File: config.mk
export PLATFORM = sky130hd
export DESIGN_NAME = fal6567_color_fetch
export DESIGN_NICKNAME = d
export VERILOG_FILES = /design/src/rtl/fal6567_pkg.sv /design/src/rtl/fal6567_line_buf.sv /design/src/rtl/fal6567_color_fetch.sv
export SDC_FILE = /design/constraint.sdc
export NUM_CORES = 1
export LEC_CHECK = 0
export BUFFER_PORTS_ARGS = -buffer_cell sky130_fd_sc_hd__buf_2
export CORE_UTILIZATION = 40
export DETAILED_ROUTE_END_ITERATION = 16
export PLACE_DENSITY = 0.53
export SYNTH_ARGS = -nofsm -noshare
export SYNTH_HDL_FRONTEND = slang
export SYNTH_SLANG_ARGS = --single-unit
File: constraint.sdc
create_clock -name clk -period 5.15 [get_ports clk]
set_input_delay 1.03 -clock clk [delete_from_list [all_inputs] [get_ports clk]]
set_output_delay 1.03 -clock clk [all_outputs]
set_load 0.02 [all_outputs]
File: src/rtl/fal6567_pkg.sv
// Shared definitions for the FAL6567 color fetch block.
//   NCOLS_DEFAULT : color entries fetched per badline
//   VC_W, IDX_W   : video counter width and line buffer index width
//   color_t       : one color byte
//   cfetch_state_e: fetch sequencer states
package fal6567_pkg;

  localparam int NCOLS_DEFAULT = 40;
  localparam int VC_W          = 10;
  localparam int IDX_W         = 6;

  typedef logic [7:0] color_t;

  typedef enum logic [1:0] {
    IDLE,
    FETCH,
    DRAIN
  } cfetch_state_e;

endpackage

File: src/rtl/fal6567_line_buf.sv
// Color line buffer: one synchronous write port, one registered read port.
//   clk, rst_n : clock, asynchronous active-low reset (read register only)
//   we, waddr, wdata : write port
//   raddr      : read index; indices >= NCOLS read back as 8'h00
//   rdata      : registered read data (old value on a same-entry collision)
module fal6567_line_buf
  import fal6567_pkg::*;
#(
  parameter int NCOLS = NCOLS_DEFAULT
) (
  input  logic             clk,
  input  logic             rst_n,
  input  logic             we,
  input  logic [IDX_W-1:0] waddr,
  input  color_t           wdata,
  input  logic [IDX_W-1:0] raddr,
  output color_t           rdata
);

  color_t mem [2**IDX_W];

  // NOTE: the storage array is deliberately not reset; entries must survive
  // reset and carry over between rows until they are overwritten.
  always_ff @(posedge clk) begin
    if (we) mem[waddr] <= wdata;
  end

  // Reading the array before the write above commits yields the old value
  // when both ports address the same entry.
  always_ff @(posedge clk or negedge rst_n) begin
    if (!rst_n) begin
      rdata <= '0;
    end else if (int'(raddr) < NCOLS) begin
      rdata <= mem[raddr];
    end else begin
      rdata <= '0;
    end
  end

endmodule

File: src/rtl/fal6567_color_fetch.sv
// FAL6567 color RAM fetch sequencer with line buffer.
// On an accepted badline it issues NCOLS color RAM addresses (one per ce
// cycle), captures the returned bytes two clocks after each issue into the
// line buffer, and serves the graphics sequencer through a registered read.
//   clk, rst_n     : clock, asynchronous active-low reset
//   badline        : start-fetch request (ignored while busy)
//   ce             : fetch slot enable
//   vcbase, cbank  : low / high color RAM address parts
//   ra             : registered color RAM address
//   cd             : color RAM data, valid one clk after ra is registered
//   vmli, co       : line buffer read index and registered color
//   busy, done     : fetch/drain in progress, last-entry-written pulse
// Build option: define FAL6567_CFETCH_NIBBLE_EN to keep only cd[3:0].
module fal6567_color_fetch
  import fal6567_pkg::*;
#(
  parameter int NCOLS = NCOLS_DEFAULT,
  parameter int AW    = 12
) (
  input  logic             clk,
  input  logic             rst_n,
  input  logic             badline,
  input  logic             ce,
  input  logic [VC_W-1:0]  vcbase,
  input  logic [AW-11:0]   cbank,
  output logic [AW-1:0]    ra,
  input  color_t           cd,
  input  logic [IDX_W-1:0] vmli,
  output color_t           co,
  output logic             busy,
  output logic             done
);

  localparam logic [IDX_W-1:0] LAST = IDX_W'(NCOLS - 1);

  cfetch_state_e    state;
  logic [IDX_W-1:0] idx;
  // Two-stage tag pipeline: the RAM registers ra, then cd is captured.
  logic             vld_q, vld_d;
  logic [IDX_W-1:0] idx_q, idx_d;
  logic             wr_last;
  color_t           wdata;

  assign wr_last = vld_d && (idx_d == LAST);

`ifdef FAL6567_CFETCH_NIBBLE_EN
  assign wdata = {4'h0, cd[3:0]};
`else
  assign wdata = cd;
`endif

  // NOTE: all sequential state uses non-blocking assignments so every
  // register samples pre-edge values, keeping the tag pipeline aligned.
  always_ff @(posedge clk or negedge rst_n) begin
    if (!rst_n) begin
      state <= IDLE;
      idx   <= '0;
      ra    <= '0;
      vld_q <= 1'b0;
      vld_d <= 1'b0;
      idx_q <= '0;
      idx_d <= '0;
      busy  <= 1'b0;
      done  <= 1'b0;
    end else begin
      vld_q <= 1'b0;
      vld_d <= vld_q;
      idx_d <= idx_q;
      done  <= wr_last;
      case (state)
        IDLE: begin
          if (badline) begin
            state <= FETCH;
            idx   <= '0;
            busy  <= 1'b1;
          end
        end
        FETCH: begin
          if (ce) begin
            ra    <= {cbank, vcbase + {{(VC_W-IDX_W){1'b0}}, idx}};
            idx   <= idx + 1'b1;
            vld_q <= 1'b1;
            idx_q <= idx;
            if (idx == LAST) state <= DRAIN;
          end
        end
        DRAIN: begin
          // badline in this clk is not looked at: state is still DRAIN.
          if (wr_last) begin
            state <= IDLE;
            busy  <= 1'b0;
          end
        end
        default: begin
          state <= IDLE;
          busy  <= 1'b0;
        end
      endcase
    end
  end

  fal6567_line_buf #(.NCOLS(NCOLS)) u_line_buf (
    .clk   (clk),
    .rst_n (rst_n),
    .we    (vld_d),
    .waddr (idx_d),
    .wdata (wdata),
    .raddr (vmli),
    .rdata (co)
  );

endmodule

* Yosys cells after proc, flatten, opt, wreduce, memory -nomap -nowiden
Memories as Yosys holds them, arrays and structs flattened.
Index checks and enable logic that the tools add are counted.
** Operators by class
- Reductions and logical operators :: 7
- Bitwise logic cells :: 1
- Eq/ne operators :: 8
- Add/subtract/negate cells :: 2
- Order comparisons :: 1
- Mux-type cells :: 16
** Operators with widths (number)
- 6-bit == test (second input constant) :: 2
- 6-bit two-way mux :: 2
- 6-bit one-hot mux with 2 select lines :: 1
- 10-bit by 6-bit adder with 10-bit output :: 1
- 2-bit two-way mux :: 4
- 8-bit two-way mux :: 1
- 2-bit != test (second input constant) :: 4
- 6-bit by 1-bit adder with 6-bit output (second input constant) :: 1
- 6-bit < comparator (second input constant) :: 1
- 1-bit two-way mux :: 6
- 2-bit one-hot mux with 3 select lines :: 1
- 3-bit AND reduction :: 2
- 4-bit AND reduction :: 1
- 1-bit one-hot mux with 3 select lines :: 1
- 2-bit by 1-bit == test with 1-bit output (second input constant) :: 1
- 2-bit == test (second input constant) :: 1
- 2-bit logical NOT :: 1
- 2-bit AND reduction :: 1
- 2-bit nonzero test :: 1
- 1-bit logical AND :: 1
- 1-bit NOT :: 1
** Storage, ports and cells
- Memories :: 1
- Output and inout port bits :: 22
- Input port bits :: 30
- Logic and storage cells :: 46
- Register bits :: 44
- RAM bits :: 512
** Memories
- u_line_buf.mem :: words 64, width 8, read ports 1, clocked after memory_dff 0, wr ports 1, line fal6567_line_buf.sv:20 : color_t mem [2**IDX_W];

* Longest topological paths before layout
- Depth in word-level cells :: 4
- Depth in mapped cells :: 9
- Gate-level depth less buffers :: 9

* Cells and area by module
A second synthesis with hierarchy kept.
** Unflattened totals
- Cells, all modules :: 906
- Area total of the unflattened synthesis :: 14634.0 um^2
** By module, submodules not included
- fal6567_line_buf :: area each 12993.7 um^2, instances 1, sequential area each 9809.4 um^2, cells each 745
- fal6567_color_fetch :: area each 1640.3 um^2, instances 1, sequential area each 900.9 um^2, cells each 161

* Least setup slack after synthesis
Ideal clock, no wire load.
- Path type :: input port to flip-flop
- From :: input vcbase[0]
- To :: register ra[8]
- Slack :: 2.690 ns
- Setup time :: 0.083 ns
- Arrival time :: 2.377 ns
- Required time :: 5.067 ns
- Cell stages on the path :: 9
- Path buffers :: 0
- Cell sequence :: ha_1 inv_1 fa_1 nor2b_1 o21ai_0 a21oi_1 o311ai_1 xor2_1 o21ai_0
** Between the ends
- Word-level cells in the longest chain between the ends :: 1
** RTL lines
- start, declared :: line fal6567_color_fetch.sv:24 : input logic [VC_W-1:0] vcbase,
- 10-bit by 6-bit adder with 10-bit output :: line fal6567_color_fetch.sv:80 : ra <= {cbank, vcbase + {{(VC_W-IDX_W){1'b0}}, idx}};
- end signal, assigned :: line fal6567_color_fetch.sv:80
- end, declared :: line fal6567_color_fetch.sv:26 : output logic [AW-1:0] ra,
No other way between the ends.
A chain may end at the register's enable or synchronous reset.

* Worst setup path in the final report
- From :: input vmli[0]
- To :: register u_line_buf.rdata[4]
** Between the ends
- Word-level cells in the longest chain between the ends :: 2
- Elaborated cells between the ends (all ways) :: 3
- Those cells by class :: order compare: 1; mux: 1; memory: 1
** RTL lines
- start, declared :: line fal6567_color_fetch.sv:28 : input logic [IDX_W-1:0] vmli,
- memory 64 x 8 bit or 6-bit < comparator (tied branches)
- 8-bit two-way mux (*) :: line fal6567_line_buf.sv:33 : end else if (int'(raddr) < NCOLS) begin
- end signal, assigned :: line fal6567_line_buf.sv:34 : rdata <= mem[raddr];
- end, declared :: line fal6567_line_buf.sv:17 : output color_t rdata
Mark *: on every way between the ends. The rest lies on a longest branch, timed or not.

==> results.py <==
metrics = {
    "yosys": {
        "synth_top_area_cell": "edfxtp_1",
        "synth_most_common_cell": "edfxtp_1",
        "yosysWarnings": 0,
        "async_flop_share_pct": 12.09,
        "synth_edf_count": 320,
        "syn-cell-area_mm2": 0.01445,
        "syn_nets": 911,
        "syn_area_per_cell_um2": 16.55,
        "netlist_top_cells_count": "edfxtp_1 (320), mux2i_1 (128), a22oi_1 (64), nand2_1 (64), nor2_1 (55)",
        "synth_seq_area_share_pct": 74.13,
        "synthCells": 873,
        "synthFlopType": "edfxtp_1",
        "ys_types": 42,
        "ys_seq_elements": 364,
        "synth_area_leaders": "edfxtp_1 (67%), mux2i_1 (8.9%), dfrtp_1 (7.6%)",
        "synth_top_cell_area_share_pct": 66.51,
    },
    "final_layout": {
        "syn2layout_area_growth_pct": 13.05,
        "multi_input_area_mm2": 0.003411,
        "regArea_mm2": 0.01071,
        "num-fill-cells": 3118,
        "antenna_cells": 0,
        "nets": 963,
        "stdcell_count": 1415,
        "drive_gt1_share_pct": 14.47,
    },
    "clock_tree": {
        "cts_tree": "yes",
        "clk_latency_ns": 0.53,
        "clock-root-buffer": "clkbuf_16",
        "cts_sinks": 364,
        "post-cts-setup-buffer-count": 0,
        "cts_buffers": 40,
        "ctsHoldBuffers": 0,
        "cts-resized-gates": 0,
        "htree_levels": 2,
        "clockBufferDepth": 3,
        "path_clk_slew_ns": 0.06,
    },
    "grt": {
        "grt_pass1_vias": 7497,
        "grt-ovfl-total": 0,
        "globalRouteTotalUtil_pct": 18.06,
        "antenna_found_initial": 0,
        "grt_pass1_wl_mm": 48.27,
        "grt_max_degree": 82,
    },
    "critical_path": {
        "cpMaxStageDelayCell": "clkbuf_8",
        "crit_type": "in2reg",
        "slowest_delay_ns": 0.67,
        "worst-path-stages": 6,
        "worstPathRequired_ns": 5.53,
        "crit_top_cell": "a31oi_1",
        "crit_chain": "clkbuf_8 > buf_4 > mux2i_1 > nand2_1 > a31oi_1 > a31oi_1",
        "critPathCaptureType": "flip-flop",
        "cp-start-kind": "input pin",
        "worst-path-buf-inv": 2,
        "ff2ff_path_depth": 4,
        "cp_max_fo": 81,
        "path_delay_family": "buffers and inverters",
        "cp.arrival_ns": 3.28,
    },
    "sta": {
        "setup_viol": 0,
        "hold_viol": 0,
        "worst_pin_slew_ns": 1.081,
        "fmax_ghz": 0.3449,
        "min_period_ns": 2.899,
        "fin_skew_ns": 0.01298,
        "maxSlewViolCount": 0,
        "rsz0062_at_grt": "false",
        "whs_ns": 0.3579,
        "relSlewSlack_pct": 27.97,
        "setup_tns_ns": 0,
        "min_period_over_period_pct": 56.29,
    },
    "floorplan": {
        "fp.dieH_um": 192.1,
        "dieWidth_um": 192.1,
        "core_mm2": 0.03557,
        "start_util_pct": 40.62,
        "dieArea_mm2": 0.03689,
        "ioPinCount": 52,
        "rows": 69,
    },
    "min_path": {
        "hold_depth": 0,
        "min_path_type": "reg2reg",
    },
    "flow_run": {
        "max-cap-violations": 0,
    },
    "routing": {
        "drt_iter0_drc": 499,
        "routed-via-count": 7560,
        "avgViaCountPerCell": 5.343,
        "drc": 0,
        "dr.pass1.iters": 5,
        "totalWireLength_mm": 32.61,
        "wl_per_cell_um": 23.05,
        "antenna_left": 0,
    },
    "outcome": {
        "outcome": "finished, final reports clean",
    },
    "place": {
        "placed_cells": 1344,
        "dp_hpwl_mm": 20.17,
        "portBuffers": 51,
        "gp_congestion": 0.7832,
    },
    "power": {
        "p_leak_nw": 5.765,
        "ir_drop_v": 0.0002030,
        "p_per_area_mw_per_mm2": 429.7,
    },
}
## layer usage
metal	wire (µm)	vias up	track usage, %
li1	-	3489	-
met1	14660	3825	25.02
met2	15770	202	29.48
met3	1528	44	2.759
met4	652	0	5.148
met5	0	-	0
## where the power goes
part | total [mW] | leakage (nW) | internal (mW) | switching (mW)
logic | 0.724 | 1.73 | 0.237 | 0.487
clock network | 2.77 | 0.614 | 1.65 | 1.12
registers | 3.53 | 3.42 | 3.41 | 0.115
## cell usage in the layout, fill, tap and decap left out, drive strengths merged, types with 4 or more instances in the layout
cell type,synthesis,layout
edfxtp,320,320
mux2i,128,128
a22oi,64,64
nand2,64,64
buf,29,60
clkbuf,22,59
nor2,55,55
dfrtp,44,44
a31oi,24,24
nand3,22,22
mux4,16,16
o21ai,15,15
a21oi,12,12
nor2b,9,9
inv,5,8
clkinv,1,8
xor2,7,7
ha,7,7
nor3,4,4
## layout make-up
cell class | count | area share (%)
sequential | 364 | 65.57
multi-input combinational | 452 | 20.88
clock buffer | 58 | 6.794
tap | 461 | 3.531
timing repair buffer | 61 | 2.152
clock inverter | 13 | 0.9268
inverter | 6 | 0.1455
## final timing paths
kind | startpoint | end | slack, ns
setup / recovery | vmli[0] | u_line_buf.rdata[4] | 2.25
hold / removal | vld_q | vld_d | 0.36
setup reg to reg | vld_d | state[1] | 2.80
hold reg to reg | vld_q | vld_d | 0.36
max in group asynchronous | rst_n | u_line_buf.rdata[4] | 3.78
min in group asynchronous | rst_n | busy | 0.71
## worst reg2reg max path, delay by kind of cell (launching register included)
kind          cells  cell delay (ns)
mux               1             0.30
simple gates      3             1.52
flops             1             0.41
## cells by family (layout without fill, tap and decap cells)
logic type               after synthesis  in the layout  synth area share, %
AO/OA/AOI/OAI                        119            119                5.533
XOR/XNOR                              10             10               0.6062
adder cells (fa/ha/maj)                8              8               0.7447
buffers and inverters                 57            138                2.321
flip-flops                           364            364                74.13
multiplexers                         145            145                11.44
AND/OR/NAND/NOR                      170            170                5.230
## registers in the layout, summed over array words and instances (netlist names)
| register | count |
|---|---|
| done | 1 |
| vld_d | 1 |
| idx_q | 6 |
| u_line_buf.rdata | 8 |
| u_line_buf.mem | 320 |
| idx_d | 6 |
| state | 2 |
| idx | 6 |
| vld_q | 1 |
| busy | 1 |
| ra | 12 |
## through the flow
stage	worst slack (ns)	util [%]	cell area, µm²	power (mW)
6_report	2.251	45.92	16330	7.019
2_1_floorplan	2.690	-	14450	4.046
4_1_cts	2.268	45.92	16330	7.090
3_3_place_gp	1.719	42.38	15070	4.314
5_1_grt	2.170	45.92	16330	7.290
3_5_place_dp	1.716	42.38	15070	4.323
No activity file was read; power rests on OpenSTA's default activity.
